**src/rtl/fft_pkg.sv**
```systemverilog
// Shared constants, FSM state type and beat tag type for the FFT stage controller.
package fft_pkg;

    localparam int NUM   = 16;
    localparam int DATA  = 128;
    localparam int COUNT = DATA / NUM;
    localparam int HALF  = COUNT / 2;

    typedef enum logic [1:0] {
        IDLE,
        RUN,
        TAIL,
        FLUSH
    } fft_ctrl_state_t;

    typedef struct packed {
        logic valid;
        logic sop;
        logic eop;
    } ctrl_tag_t;

endpackage

```
**src/rtl/ctrl_delay_line.sv**
```systemverilog
// LAT-deep shift register carrying each issued beat's {valid,sop,eop} tag
// from the issue point to the downstream status outputs.
module ctrl_delay_line
    import fft_pkg::*;
#(
    parameter int LAT = 4
) (
    input  logic       clk,
    input  logic       rst,
    input  logic [2:0] din,
    output logic [2:0] dout,
    output logic       any_valid
);

    ctrl_tag_t pipe [LAT];

    // NOTE: non-blocking assignments let every stage sample its predecessor's old value.
    always_ff @(posedge clk) begin
        if (rst) begin
            // NOTE: each stage is cleared so no stale valid tag escapes after reset.
            for (int i = 0; i < LAT; i++) pipe[i] <= '0;
        end else begin
            pipe[0] <= din;
            for (int i = 1; i < LAT; i++) pipe[i] <= pipe[i-1];
        end
    end

    assign dout = pipe[LAT-1];

    always_comb begin
        any_valid = 1'b0;
        for (int i = 0; i < LAT; i++) any_valid |= pipe[i].valid;
    end

endmodule

```
**src/rtl/fft_stage_ctrl.sv**
```systemverilog
// Beat sequencer for one radix-2 FFT stage: issues low results as the high half
// of a frame arrives, then the owed high results. Optional stats: FFT_CTRL_STATS_EN.
module fft_stage_ctrl #(
    parameter int NUM  = fft_pkg::NUM,
    parameter int DATA = fft_pkg::DATA,
    parameter int LAT  = 4
) (
    input  logic                    clk,
    input  logic                    rst,
    input  logic                    in_valid,
    output logic                    in_ready,
    output logic                    dp_sel,
    output logic                    dp_issue,
    output logic [$clog2(DATA)-1:0] dp_tw_base,
    output logic                    out_valid,
    output logic                    out_sop,
    output logic                    out_eop,
    output logic                    err_abort,
    output logic                    busy
`ifdef FFT_CTRL_STATS_EN
    ,
    output logic [15:0]             frame_cnt,
    output logic [7:0]              abort_cnt
`endif
);

    localparam int COUNT  = DATA / NUM;
    localparam int HALF   = COUNT / 2;
    localparam int TW_W   = $clog2(DATA);
    localparam int IDX_W  = (COUNT > 1) ? $clog2(COUNT) : 1;
    localparam int PEND_W = $clog2(HALF + 1);

    localparam logic [IDX_W-1:0]  HALF_IDX  = IDX_W'(HALF);
    localparam logic [IDX_W-1:0]  LAST_IDX  = IDX_W'(COUNT - 1);
    localparam logic [IDX_W-1:0]  IDX_ONE   = IDX_W'(1);
    localparam logic [PEND_W-1:0] HALF_PEND = PEND_W'(HALF);
    localparam logic [PEND_W-1:0] PEND_ONE  = PEND_W'(1);

    import fft_pkg::*;

    fft_ctrl_state_t   state, state_nxt;
    logic [IDX_W-1:0]  beat_cnt, beat_nxt;
    logic [PEND_W-1:0] pend_cnt, pend_nxt;
    logic [IDX_W-1:0]  out_idx;
    logic              accept, owe_issue, low_issue, pipe_busy;
    ctrl_tag_t         tag_in, tag_out;

    always_ff @(posedge clk) begin
        if (rst) begin
            state    <= IDLE;
            beat_cnt <= '0;
            pend_cnt <= '0;
        end else begin
            state    <= state_nxt;
            beat_cnt <= beat_nxt;
            pend_cnt <= pend_nxt;
        end
    end

    always_comb begin
        // NOTE: every output gets a default first so no path can infer a latch.
        state_nxt = state;
        beat_nxt  = beat_cnt;
        pend_nxt  = pend_cnt;
        in_ready  = 1'b1;
        accept    = 1'b0;
        owe_issue = 1'b0;
        low_issue = 1'b0;
        err_abort = 1'b0;
        dp_issue  = 1'b0;
        dp_sel    = 1'b0;
        out_idx   = '0;
        busy      = 1'b0;
        if (!rst) begin
            in_ready  = (state != FLUSH);
            accept    = in_ready && in_valid;
            owe_issue = (pend_cnt != '0);
            low_issue = accept && (beat_cnt >= HALF_IDX);
            busy      = (state != IDLE) || pipe_busy;
            if (owe_issue) pend_nxt = pend_cnt - PEND_ONE;
            if (accept)    beat_nxt = (beat_cnt == LAST_IDX) ? '0 : beat_cnt + IDX_ONE;

            unique case (state)
                IDLE: if (accept) state_nxt = RUN;
                RUN: begin
                    if (accept && beat_cnt == LAST_IDX) begin
                        pend_nxt  = HALF_PEND;
                        state_nxt = TAIL;
                    end else if (!in_valid && beat_cnt != '0) begin
                        // Partial frame: drop its remaining lows, still drain owed highs.
                        err_abort = 1'b1;
                        beat_nxt  = '0;
                        state_nxt = (pend_nxt != '0) ? FLUSH : IDLE;
                    end
                end
                TAIL:  state_nxt = in_valid ? RUN : ((pend_nxt != '0) ? FLUSH : IDLE);
                FLUSH: if (pend_nxt == '0) state_nxt = IDLE;
            endcase

            dp_issue = owe_issue || low_issue;
            dp_sel   = low_issue && !owe_issue;
            if (owe_issue)      out_idx = IDX_W'(COUNT - int'(pend_cnt));
            else if (low_issue) out_idx = beat_cnt - HALF_IDX;
        end
    end

    assign dp_tw_base = TW_W'(int'(out_idx) * NUM);

    assign tag_in = '{valid: dp_issue,
                      sop:   dp_issue && (out_idx == '0),
                      eop:   dp_issue && (out_idx == LAST_IDX)};

    ctrl_delay_line #(.LAT(LAT)) u_delay (
        .clk       (clk),
        .rst       (rst),
        .din       (tag_in),
        .dout      (tag_out),
        .any_valid (pipe_busy)
    );

    assign out_valid = tag_out.valid && !rst;
    assign out_sop   = tag_out.sop   && !rst;
    assign out_eop   = tag_out.eop   && !rst;

    a_no_issue_clash: assert property (@(posedge clk) disable iff (rst) !(owe_issue && low_issue));

`ifdef FFT_CTRL_STATS_EN
    always_ff @(posedge clk) begin
        if (rst) begin
            frame_cnt <= '0;
            abort_cnt <= '0;
        end else begin
            if (out_eop && frame_cnt != '1)   frame_cnt <= frame_cnt + 16'd1;
            if (err_abort && abort_cnt != '1) abort_cnt <= abort_cnt + 8'd1;
        end
    end
`endif

endmodule

```
**config.mk**
```make
export PLATFORM = sky130hd
export DESIGN_NAME = fft_stage_ctrl
export DESIGN_NICKNAME = d
export VERILOG_FILES = /design/src/rtl/fft_pkg.sv /design/src/rtl/ctrl_delay_line.sv /design/src/rtl/fft_stage_ctrl.sv
export SDC_FILE = /design/constraint.sdc
export NUM_CORES = 1
export LEC_CHECK = 0
export ABC_AREA = 1
export CAP_MARGIN = 20
export CORE_MARGIN = 2
export CORE_UTILIZATION = 30
export DETAILED_ROUTE_END_ITERATION = 10
export PLACE_DENSITY = 0.56
export SLEW_MARGIN = 20
export SYNTH_ARGS = -nofsm -noshare
export SYNTH_HDL_FRONTEND = slang
export SYNTH_SLANG_ARGS = --single-unit
export TNS_END_PERCENT = 1
```
**constraint.sdc**
```tcl
create_clock -name clk -period 2.1 [get_ports clk]
set_clock_uncertainty 0.15 [all_clocks]
set_input_delay 0.21 -clock clk [delete_from_list [all_inputs] [get_ports clk]]
set_output_delay 0.21 -clock clk [all_outputs]
set_load 0.02 [all_outputs]
```
== Word level (Yosys, flattened, before mapping) ==
Memory sizes are Yosys's and may differ from the RTL's.
Index checks and enable logic that the tools add are counted.

* Bits in registers: 8
* Bits in latches: 0
* Bits in writable memories: 12
* Bits in read-only memories: 0
* Input bits: 3
* Output and inout port bits: 15
* Word-level logic and storage cells: 82
* Memories: 1

{| class="wikitable"
|+ Memory list
! memory !! words !! width !! read ports !! clocked after memory_dff !! wr ports !! line !! RTL
|-
| u_delay.pipe || 4 || 3 || 4 || 0 || 4 || ctrl_delay_line.sv:15 || <nowiki>ctrl_tag_t pipe [LAT];</nowiki>
|}

* Add/sub/neg operators: 4
* Multiply operators: 0
* Divide/modulo/power cells: 0
* Order comparisons: 1
* Equal/unequal tests: 9
* Shift-type cells: 0
* Mux-type cells: 34
* Bitwise logic cells: 7
* Reduce and logical (&&, ||, !) cells: 23

{| class="wikitable"
|+ Operator list
! operator !! number
|-
| $mux 3 || 16
|-
| $mux 2 || 6
|-
| $mux 1 || 11
|-
| $logic_and 1x1->1 || 10
|-
| $reduce_bool 3->1 || 3
|-
| $pmux 2 s4 || 1
|-
| $or 1x1->1 || 7
|-
| $eq 3x3->1 const B || 2
|-
| $logic_not 3->1 || 2
|-
| $ne 2x2->1 const B || 3
|-
| $eq 2x2->1 const B || 2
|-
| $add 3x1->3 const B || 1
|-
| $ge 3x3->1 const B || 1
|-
| $logic_not 1->1 || 3
|-
| $ne 3x3->1 const B || 1
|-
| $reduce_and 3->1 || 1
|-
| $sub 1x3->3 const A || 1
|-
| $sub 3x1->3 const B || 1
|-
| $sub 3x3->3 const B || 1
|-
| $eq 2x1->1 const B || 1
|-
| $logic_not 2->1 || 1
|-
| $logic_or 1x1->1 || 2
|-
| $reduce_bool 2->1 || 1
|}

== Logic depth before layout (Yosys ltp) ==
* Depth after elaboration: 9
* Gate-level depth with buffers: 12
* Depth with buffers taken out: 12

== By module ==
From an unflattened synthesis, not the netlist that was laid out.

* Cells, all modules: 154
* Area, all modules: 1,077.3 um^2

{| class="wikitable"
|+ By module, submodules not included
! module !! times used !! cells each !! area each (um^2) !! seq. area each (um^2)
|-
| fft_stage_ctrl || 1 || 111 || 701.9 || 160.2
|-
| ctrl_delay_line || 1 || 43 || 375.4 || 240.2
|}

== Worst setup path after synthesis ==
No wires, ideal clock.

* Path type: reg-to-reg
* Start point: reg pend_cnt[0]
* End point: mem u_delay.pipe[0][0] in the netlist's numbering
* Setup time: 62 ps
* Arrival: 1,593 ps
* Data required time: 1,888 ps
* Path slack: 295 ps
* Stages on the path, launching flop included: 10
* Buffers on the path: 0
* Period minus slack after synthesis: 1,805 ps
* Path through: dfxtp_1 > inv_1 > ha_1 > ha_1 > inv_2 > nor4_4 > nand2_2 > o21ai_2 > nand2_2 > nor2_2

{| class="wikitable"
|+ RTL lines
! what !! line !! RTL
|-
| start, declared || fft_stage_ctrl.sv:43 || <nowiki>logic [PEND_W-1:0] pend_cnt, pend_nxt;</nowiki>
|-
| start signal, assigned || fft_stage_ctrl.sv:56 || <nowiki>pend_cnt <= pend_nxt;</nowiki>
|-
| end, declared || ctrl_delay_line.sv:15 ||
|}

== Final worst setup path ==
* Start point: reg pend_cnt[0]
* End point: out dp_tw_base[5]

* Cells in the longest elaborated chain, start to end: 3
* Elaborated cells between the ends (all ways): 4
* Those cells by class: add/sub: 1; mux: 2; reduce/logical: 1

{| class="wikitable"
|+ RTL lines
! what !! line !! RTL
|-
| $sub 1x3->3 or $reduce_bool 3->1 (tied branches) || fft_stage_ctrl.sv:102, fft_stage_ctrl.sv:77 ||
|-
| $mux 3 * || fft_stage_ctrl.sv:102 || <nowiki>if (owe_issue) out_idx = IDX_W'(COUNT - int'(pend_cnt));</nowiki>
|-
| $mux 3 * || fft_stage_ctrl.sv:74 || <nowiki>if (!rst) begin</nowiki>
|-
| end, declared || fft_stage_ctrl.sv:14 || <nowiki>output logic [$clog2(DATA)-1:0] dp_tw_base,</nowiki>
|}

Mark *: on every way between the ends. The rest lies on a longest branch, timed or not.

==> impl_results.md <==
- Worst-Skew Late Latency: 0.31 ns
- Number of failing hold endpoints at the final stage: 0
- Max cap viols: 0
- Ant diodes: 0
- Flop-to-flop setup slack: 0.35 ns
- Post-synthesis compound-gate area fraction: 0.0776
- Post-Layout Cell Count: between 200 and 250
- Synth top area cells: dfxtp_1, inv_1, nor2_1, ha_1, nand2_1
- Initial antenna violation count: 0
- Global-route usage over all layers: 0.119
- Worst VDD drop: 0.000725 V
- Drt total wl: about 2000 um
- Comb pwr share: 0.510
- Switching pwr: 0.619 mW
- Hold Startpoint: u_delay.pipe[1][0]$_SDFF_PP0_
- # nets final: approximately 190
- Placed Instances: 221
- Buf/Inv on CP: 3
- Setup TNS: 0 ns
- Share of the synthesized area in the top cell type: 0.376
- Max Slew Vio Count: 0
- Critical path type: reg -> out
- Setup violations, final: 0
- Area Growth Syn to Fin: 35.4%
- Critical Path Fanout Max: 5
- Largest area contributor in the synthesized netlist: dfxtp_1
- EDFF count, synth: 0
- Count leader, synth: inv_1
- Global placer's final weighted congestion: 0.878
- Crit path required time: 1.74 ns
- Clock Tree Buf Depth: 2
- Met2 global-route usage: 0.216
- DPL Wire Length: 1670 um
- Mapped Cells: 147
- Die ar.: 4040 um^2
- CTS tree: built
- CP peak stage delay: ~0.34 ns
- Clock period minus worst slack: about 2.0 ns
- DR pass1 iterations: 4
- Largest family of logic cells by synthesized area: simple AND/OR/NAND/NOR gates
- Die X-Extent: 63.6 um
- Sequential area share after synthesis: 0.376
- Synth Area in XOR/XNOR: 0
- Critical path endpoint category: output pin
- Fraction of the mapped netlist area in adder cells: 0.0705
- Reg2reg path depth: 13
- Synth Area in Simple Gates: 0.302
- Via count: 915
- Most Crowded Layer GR: met2
- Hold WC Path Type: reg -> reg
- Syn Area/Cell: between 7 and 8 um^2
- Post-route clock period utilization: 0.973
- Grt ovf: 0
- WP data arrival: 1.68 ns
- P_int: a little over 1 mW
- Sw frac: 0.381
- FF-to-FF Start: pend_cnt[0]$_SDFF_PP0_
- Hold_buf cts: 0
- Register area: 402 um^2
- Unrepaired setup endpoints after global routing: true
- Post-synth top cells: inv_1, nor2_1, dfxtp_1
- CP dominant cell by count: ha_4
- Crit path max-delay cell type: dfxtp_2
- Sequential share of power: 0.292
- Synth warn: 0
- Share of layout cells above drive strength 1: 0.263
- Mux cell area share after synthesis: 0
- Power Density: 1130 nW/um^2
- Crit-path leading delay family: simple AND/OR/NAND/NOR gates
- Async SR Flop Fraction: 0
- Met1 Use GR: 0.138
- H-Tree Depth: 1
- Mapped Area: 1060 um^2
- Clk root buf: clkbuf_4
- Synth cell types: 28
- Finished Cell Area: approximately 1400 um^2
- Largest net degree at the start of global routing: 13
- Area after DPL: 1360 um^2
- Fmax: 489 MHz
- Num Clock Sinks: 20
- TritonCTS buffer count: 3
- Post-route DRC: 0
- DRT iter0 DRCs: 19
- Main synth FF type: dfxtp_1
- Core Area: 3360 um^2
- Worst R2R End: state[0]$_SDFFE_PP0P_
- Startpoint types: flip-flop
- IO Pins: 18
- IO buf count: 13
- Die extent in y: 63.6 um
- Initial Util: 0.317
- Row Count: 21
- Reg clk slew, reported paths: approximately 0.12 ns
- Area of the multi-input gates: about 520 um^2
- Pleak: between 0.7 and 0.8 nW
- Vias in the first global route: approximately 940
- Grt met3 use: 0.0393
- Final ANT Viol Nets: 0
- Wire length per cell: 9.16 um
- Final core occ: 0.429
- #FFs+latches synth: 20
- Hold path depth: 2
- Status: completed
- Hold Path Sink: u_delay.pipe[2][0]$_SDFF_PP0_
- First-pass GRT wire length: 3860 um
- Drt via density: slightly above 4
- Clock power share: 0.198
- Crit path cell chain: inv_2 > ha_4 > ha_4 > inv_4 > nor4_4 > nand2_2 > o21ai_2 > buf_6
- Fill count: 382
area by class of cell:
type / count / share of cell area
clock buffer: 3 / 0.0156
clock inverter: 1 / 0.0208
inverter: 38 / 0.101
multi-input combinational: 86 / 0.363
sequential: 20 / 0.279
tap: 46 / 0.0399
timing repair buffer: 31 / 0.181
layout by cell type (no fill, tap or decap), types with 2 or more instances in the layout:
master,count
clkdlybuf4s50_1,3
conb_1,4
nor2_1,25
clkbuf_4,3
a21oi_1,3
nand3_1,4
nor2_2,3
inv_1,34
dlymetal6s2s_1,3
buf_4,19
nand2_1,17
ha_4,2
dfxtp_1,19
o21ai_0,2
o21ai_2,2
nand2_2,6
inv_2,2
o21bai_1,2
ha_1,4
dlygate4sd2_1,4
nand4_1,3
per-layer routing:
layer  vias up  part of all wire
li1        493                 -
met1       411              0.46
met2        11              0.50
met3         0             0.037
met4         0                 0
met5         -                 0
how the worst max path moves through the flow:
stage | startpoint | end | slack, ns | cells after the start
floorplan | pend_cnt[0]$_SDFF_PP0_ | u_delay.pipe[0][0]$_SDFF_PP0_ | 0.29 | 9
global placement | rst | dp_tw_base[5] | -0.08 | 5
detailed placement | pend_cnt[1]$_SDFF_PP0_ | dp_tw_base[5] | -0.15 | 8
CTS | pend_cnt[0]$_SDFF_PP0_ | dp_tw_base[4] | -0.12 | 7
global route | pend_cnt[0]$_SDFF_PP0_ | dp_tw_base[5] | -0.04 | 8
finish | pend_cnt[0]$_SDFF_PP0_ | dp_tw_base[5] | 0.06 | 8
flip-flops by register name (all words and copies together) (netlist names):
| register | count |
|---|---|
| state | 2 |
| beat_cnt | 3 |
| pend_cnt | 3 |
| u_delay.pipe | 12 |
cell families (layout without fill, tap and decap cells):
| family | Yosys count | count (layout) |
|---|---|---|
| compound gates | 13 | 13 |
| simple gates | 63 | 63 |
| buf+inv | 44 | 73 |
| fa+ha+maj | 6 | 6 |
| other cells | 1 | 4 |
| flops | 20 | 20 |
power by group through the flow:
stage	Sequential, mW	Clock [mW]	Combinational, mW
2_1_floorplan	0.477	0	0.526
3_3_place_gp	0.478	0	0.773
3_5_place_dp	0.479	0	0.785
4_1_cts	0.470	0.334	0.771
5_1_grt	0.482	0.351	0.920
6_report	0.474	0.323	0.829
metrics by stage:
| stage | hold slack, ns | power, mW | setup slack, ns |
|---|---|---|---|
| floorplan | 0.238 | 1.00 | 0.295 |
| global route | 0.278 | 1.75 | -0.0382 |
| CTS | 0.262 | 1.57 | -0.120 |
| finish | 0.259 | 1.63 | 0.0571 |
| detailed placement | 0.244 | 1.26 | -0.148 |
| global placement | 0.241 | 1.25 | -0.0759 |
worst reg2reg max path, stage by stage, from the launching register on:
cell     delay (ns)
dfxtp_2        0.35
inv_2          0.04
ha_4           0.16
ha_4           0.17
buf_4          0.13
nand2_1        0.05
inv_1          0.05
nor2_4         0.13
nand3_4        0.10
nand2_4        0.08
nand2_2        0.05
nor2_2         0.07
nand2_1        0.06
a21oi_2        0.10
what timing repair did:
action | in CTS | in global routing
gates resized for setup | 13 | 17
hold endpoints to repair | 0 | 0
setup buffers | 0 | 0
setup endpoints to repair | 7 | 8
pin swaps | 1 | 3
Power figures use the tool's default switching activity.
